`config.mk`:
```
export PLATFORM = sky130hd
export DESIGN_NAME = clock_divider_multi
export DESIGN_NICKNAME = d
export VERILOG_FILES = /design/src/rtl/clk_div_pkg.sv /design/src/rtl/clk_div_channel.sv /design/src/rtl/clock_divider_multi.sv
export SDC_FILE = /design/constraint.sdc
export NUM_CORES = 1
export LEC_CHECK = 0
export BUFFER_PORTS_ARGS = -buffer_cell sky130_fd_sc_hd__buf_2
export CORE_MARGIN = 1
export CORE_UTILIZATION = 55
export DETAILED_ROUTE_END_ITERATION = 7
export PLACE_DENSITY = 0.78
export SLEW_MARGIN = 20
export SYNTH_ARGS = -nofsm -noshare
export SYNTH_HDL_FRONTEND = slang
export SYNTH_SLANG_ARGS = --single-unit
```
`constraint.sdc`:
```
create_clock -name clk -period 6.37 [get_ports clk]
set_input_delay 0.3185 -clock clk [delete_from_list [all_inputs] [get_ports clk]]
set_output_delay 0.3185 -clock clk [all_outputs]
set_load 0.1 [all_outputs]
```
`src/rtl/clk_div_pkg.sv`:
```
// Shared constants and helpers for the multi-channel clock divider.
// Optional sync feature (top level) is enabled by defining CLK_DIVIDER_SYNC_EN.
package clk_div_pkg;
    localparam int DIV_MIN         = 2;
    localparam int DEFAULT_DIV_VAL = 250;
    localparam int DIV_W_DEF       = 16;

    typedef logic [DIV_W_DEF-1:0] div_t;

    function automatic int ch_width(input int n);
        return (n > 1) ? $clog2(n) : 1;
    endfunction
endpackage

```
`src/rtl/clk_div_channel.sv`:
```
// One divider channel: counter, active/shadow divisor with pending flag,
// registered clk_out and tick. Divisor changes only take effect at a wrap or sync.
module clk_div_channel #(
    parameter int CNT_W       = 16,
    parameter int DEFAULT_DIV = 250
) (
    input  logic             clk,
    input  logic             reset,
    input  logic             i_en,
    input  logic             i_sync,
    input  logic             i_wr,
    input  logic [CNT_W-1:0] i_wr_div,
    output logic             o_pending,
    output logic             o_clk_out,
    output logic             o_tick
);
    localparam logic [CNT_W-1:0] RST_DIV = CNT_W'(DEFAULT_DIV);

    logic [CNT_W-1:0] r_cnt, r_div, r_shd;
    logic             r_pnd, r_clk, r_tick;
    logic [CNT_W-1:0] w_cnt_nxt, w_div_nxt, w_shd_nxt;
    logic             w_pnd_nxt, w_wrap, w_apply;

    assign w_wrap  = i_en && (r_cnt == r_div - 1'b1);
    assign w_apply = i_en && (w_wrap || i_sync);

    always_comb begin
        w_cnt_nxt = r_cnt;
        w_div_nxt = r_div;
        w_shd_nxt = r_shd;
        w_pnd_nxt = r_pnd;
        if (!i_en || w_apply) w_cnt_nxt = '0;
        else                  w_cnt_nxt = r_cnt + 1'b1;
        // A stopped channel has no period in flight, so the shadow loads immediately.
        if ((w_apply || !i_en) && r_pnd) begin
            w_div_nxt = r_shd;
            w_pnd_nxt = 1'b0;
        end
        if (i_wr) begin
            w_shd_nxt = i_wr_div;
            if (w_apply) begin
                w_div_nxt = i_wr_div;
                w_pnd_nxt = 1'b0;
            end else begin
                w_pnd_nxt = 1'b1;
            end
        end
    end

    always_ff @(posedge clk or negedge reset) begin
        if (!reset) begin
            r_cnt  <= '0;
            r_div  <= RST_DIV;
            r_shd  <= RST_DIV;
            r_pnd  <= 1'b0;
            r_clk  <= 1'b0;
            r_tick <= 1'b0;
        end else begin
            r_cnt  <= w_cnt_nxt;
            r_div  <= w_div_nxt;
            r_shd  <= w_shd_nxt;
            r_pnd  <= w_pnd_nxt;
            // clk_out tracks the count it will sit beside, keeping it aligned with the register.
            r_clk  <= i_en && (w_cnt_nxt < (w_div_nxt >> 1));
            r_tick <= w_wrap && !i_sync;
        end
    end

    assign o_pending = r_pnd;
    assign o_clk_out = r_clk;
    assign o_tick    = r_tick;
endmodule

```
`src/rtl/clock_divider_multi.sv`:
```
// NUM_CH independent programmable clock dividers with write decode and ack.
// Define CLK_DIVIDER_SYNC_EN to add sync_in, which phase-aligns all enabled channels.
module clock_divider_multi
    import clk_div_pkg::*;
#(
    parameter  int NUM_CH      = 2,
    parameter  int CNT_W       = 16,
    parameter  int DEFAULT_DIV = DEFAULT_DIV_VAL,
    localparam int CH_W        = ch_width(NUM_CH)
) (
    input  logic              clk,
    input  logic              reset,
`ifdef CLK_DIVIDER_SYNC_EN
    input  logic              sync_in,
`endif
    input  logic [NUM_CH-1:0] ch_en,
    input  logic              wr_en,
    input  logic [CH_W-1:0]   wr_ch,
    input  logic [CNT_W-1:0]  wr_div,
    output logic              wr_ack,
    output logic [NUM_CH-1:0] pending,
    output logic [NUM_CH-1:0] clk_out,
    output logic [NUM_CH-1:0] tick
);
    logic              r_ack;
    logic              w_valid, w_sync;
    logic [CNT_W-1:0]  w_div_cl;
    logic [NUM_CH-1:0] w_wr;

`ifdef CLK_DIVIDER_SYNC_EN
    assign w_sync = sync_in;
`else
    assign w_sync = 1'b0;
`endif

    assign w_valid  = wr_en && (int'(wr_ch) < NUM_CH);
    assign w_div_cl = (wr_div < CNT_W'(DIV_MIN)) ? CNT_W'(DIV_MIN) : wr_div;

    always_ff @(posedge clk or negedge reset) begin
        if (!reset) r_ack <= 1'b0;
        else        r_ack <= w_valid;
    end
    assign wr_ack = r_ack;

    for (genvar g = 0; g < NUM_CH; g++) begin : g_ch
        assign w_wr[g] = w_valid && (wr_ch == CH_W'(g));
        clk_div_channel #(
            .CNT_W       (CNT_W),
            .DEFAULT_DIV (DEFAULT_DIV)
        ) u_ch (
            .clk       (clk),
            .reset     (reset),
            .i_en      (ch_en[g]),
            .i_sync    (w_sync),
            .i_wr      (w_wr[g]),
            .i_wr_div  (w_div_cl),
            .o_pending (pending[g]),
            .o_clk_out (clk_out[g]),
            .o_tick    (tick[g])
        );
    end
endmodule

```
==> results_dict.tcl <==
set metrics [dict create \
    post-route-period-util 0.817 \
    setup_viol 0 \
    grt.total_usage 0.264 \
    p_per_area_mw_per_mm2 296 \
    grt_overflow_total 0 \
    cp-end-kind "register" \
    syn_nets 767 \
    finalPower_mw 2.14 \
    multi_input_area_mm2 0.00383 \
    die-height_um 113 \
    wire_per_inst_um 18.1 \
    ys.flop_type "dfrtp_1" \
    die_w_um 113 \
    layout_commonest_cell "dfrtp_1" \
    cts_root_buf "clkbuf_16" \
    portBuffers 28 \
    antenna_found_initial 0 \
    outcome "complete, no violations" \
    yosysTopAreaCell "dfrtp_1" \
    io_pins 29 \
    drt_iter0_drc 416 \
    rows 40 \
    synth_edf_count 0 \
    drv_slew 0 \
    rsz0062_at_grt "false" \
    hold_path_class "in2reg" \
    drv_cap 0 \
    postCtsSetupRepairBufs 0 \
    clk_pin_slew_worst_paths_ns 0.07 \
    fin_util 0.606 \
    swShare 0.345 \
    first_global_vias 5255 \
    antenna_left 0 \
    p_int_mw 1.40 \
    p_comb_frac 0.297 \
    worst_pin_slew_ns 1.03 \
    regArea_mm2 0.00261 \
    htree_levels 3 \
    p_switching_mw 0.739 \
    diodes 0 \
    synth.avg_cell_area_um2 9.43 \
    start_util 0.562 \
    finalSetupTns_ns 0 \
    nNetsFinal 778 \
    yosys_warnings 0 \
    syn_inst 713 \
    clock_skew_ns 0.00540 \
    syn_to_final_growth_pct 7.78 \
    pre_cts_ws_ns 1.33 \
    dieArea_mm2 0.0127 \
    grt_pass1_wl_um 26500 \
    cts_buffers 9 \
    hold_viol 0 \
    synth_top_area_frac 0.294 \
    vias 5444 \
    final_cell_mix "79 x dfrtp_1, 68 x nor2_1, 58 x nand2_1" \
    setup_slack_ns 1.17 \
    via_per_inst 6.21 \
    cp_max_fo 15 \
    p_leak_nw 3.41 \
    core_area_mm2 0.0120 \
    ys_seq_area_frac 0.388 \
    wl_um 15900 \
    reg2reg_to "g_ch[1].u_ch.o_clk_out" \
    synthTopCellsByArea "dfrtp_1 29%, dfstp_2 9.4%, mux2i_1 7.3%, ha_1 6.0%, xnor2_1 4.4%" \
    drive_above_1_share 0.139 \
    holdPathStages 1 \
    period_minus_slack_ns 5.20 \
    synthArstFlopShare 1.00 \
    insertion_delay_ns 0.34 \
    drc 0 \
    clock_sinks 103 \
    p_seq_frac 0.421 \
    reg2reg_slack_ns 1.17 \
    post_cts_resize_count 0 \
    fillCellCount 958 \
    crit_required_ns 6.64 \
    cts_max_path_buffers 2 \
    crit_type "reg2reg" \
    vdd_drop_max_v 0.000179 \
    synth.distinct_cells 70 \
    synth_seq_cells 103 \
    cts_tree "done" \
    cp.arrival_ns 5.47 \
    hold_path_end "wr_ack" \
    dr.pass1.iters 8 \
    synth_area_mm2 0.00672 \
    grt_max_degree 79 \
    slew_headroom 0.311 \
    fmax_mhz 192 \
    hpwl_um 11700 \
    gp_congestion 0.909 \
    worstHoldStart "wr_en" \
    start_kind "register" \
    worst-r2r-cell-count 18 \
    clkPwrFrac 0.282 \
    reg2reg_from "g_ch[1].u_ch.r_div[0]" \
]
## kinds of logic after synthesis
logic type / count (synthesis) / synth area share
flip-flops: 103 / 0.388
XOR/XNOR: 60 / 0.0782
adder cells (fa/ha/maj): 32 / 0.0596
buffers and inverters: 61 / 0.0419
AO/OA/AOI/OAI: 136 / 0.132
multiplexers: 64 / 0.0981
AND/OR/NAND/NOR: 257 / 0.202
## cells in the mapped netlist, drive strengths merged, types with 3 or more instances
master,instances
ha,32
and2,3
a21oi,29
or4,5
and3,11
xnor2,34
nor2b,14
xor2,26
nand2,59
mux2i,49
a21o,26
inv,27
o211ai,7
o2111ai,3
and3b,4
nand2b,4
nor2,68
mux2,15
a221oi,3
a31o,3
or3,4
buf,13
nor3,9
nor3b,4
or4b,5
nand3,25
nor4,14
dfstp,24
dfrtp,79
clkbuf,21
a31oi,4
o21ai,44
or2,5
nand4,13
## worst max path at each step
stage | start | end | slack [ns] | cells after the start
6_report | g_ch[1].u_ch.r_div[0] | g_ch[1].u_ch.o_clk_out | 1.17 | 18
5_1_grt | g_ch[0].u_ch.r_div[8] | g_ch[0].u_ch.o_clk_out | 0.73 | 17
4_1_cts | g_ch[1].u_ch.r_div[0] | g_ch[1].u_ch.o_clk_out | 1.22 | 18
3_5_place_dp | g_ch[1].u_ch.r_div[0] | g_ch[1].u_ch.o_clk_out | 1.33 | 18
3_3_place_gp | g_ch[0].u_ch.r_div[8] | g_ch[0].u_ch.o_clk_out | 1.40 | 17
2_1_floorplan | g_ch[0].u_ch.r_div[0] | g_ch[0].u_ch.o_clk_out | 1.97 | 20
## state kept, by name, indices dropped and copies added, names as in the netlist
register             cells
g_ch.u_ch.r_shd         32
g_ch.u_ch.r_div         32
g_ch.u_ch.r_cnt         32
g_ch.u_ch.o_clk_out      2
g_ch.u_ch.o_tick         2
g_ch.u_ch.o_pending      2
wr_ack                   1
## routing by layer
layer | global-route usage | wire, um | vias up
li1 | - | - | 2563
met1 | 0.371 | 7170 | 2639
met2 | 0.416 | 7420 | 208
met3 | 0.0308 | 894 | 34
met4 | 0.108 | 403 | 0
met5 | 0 | 0 | -
## critical path, stage by stage (launching register included)
cell,delay [ns]
dfrtp_1,0.46
inv_1,0.09
ha_1,0.19
or3b_1,0.42
o41a_1,0.41
nand4bb_1,0.18
or4b_1,0.67
a21boi_4,0.64
mux2i_1,0.19
mux2_2,0.31
ha_1,0.32
a21o_1,0.16
a21o_1,0.17
a21o_1,0.17
a21oi_1,0.14
nor2b_1,0.07
o21ai_0,0.22
o2111ai_1,0.15
a21oi_1,0.14
## power by group through the flow
stage / Combinational, mW / Clock (mW) / Sequential [mW]
6_report: 0.635 / 0.605 / 0.901
5_1_grt: 0.704 / 0.639 / 0.914
4_1_cts: 0.627 / 0.613 / 0.897
3_5_place_dp: 0.618 / 0 / 0.908
3_3_place_gp: 0.593 / 0 / 0.900
2_1_floorplan: 0.512 / 0 / 0.850
## timing repair
item,4_1_cts,5_1_grt
endpoints found under the setup margin,0,0
hold buffers,1,0
endpoints found under the hold margin,25,0
## stage by stage
step,instance area (um2),hold slack [ns],instances
2_1_floorplan,6720,0.0229,713
3_3_place_gp,6910,0.239,859
3_5_place_dp,6910,0.247,859
4_1_cts,7240,0.152,876
5_1_grt,7240,0.157,876
6_report,7240,0.164,876
## final cells by class
type                            instances  share of cell area
Clock buffer                           10              0.0330
Multi-Input combinational cell        549               0.529
Clock inverter                          6              0.0124
Inverter                               27              0.0140
Timing Repair Buffer                   34              0.0263
Tap cell                              147              0.0254
Sequential cell                       103               0.360
(Power assumes the default switching activity.)
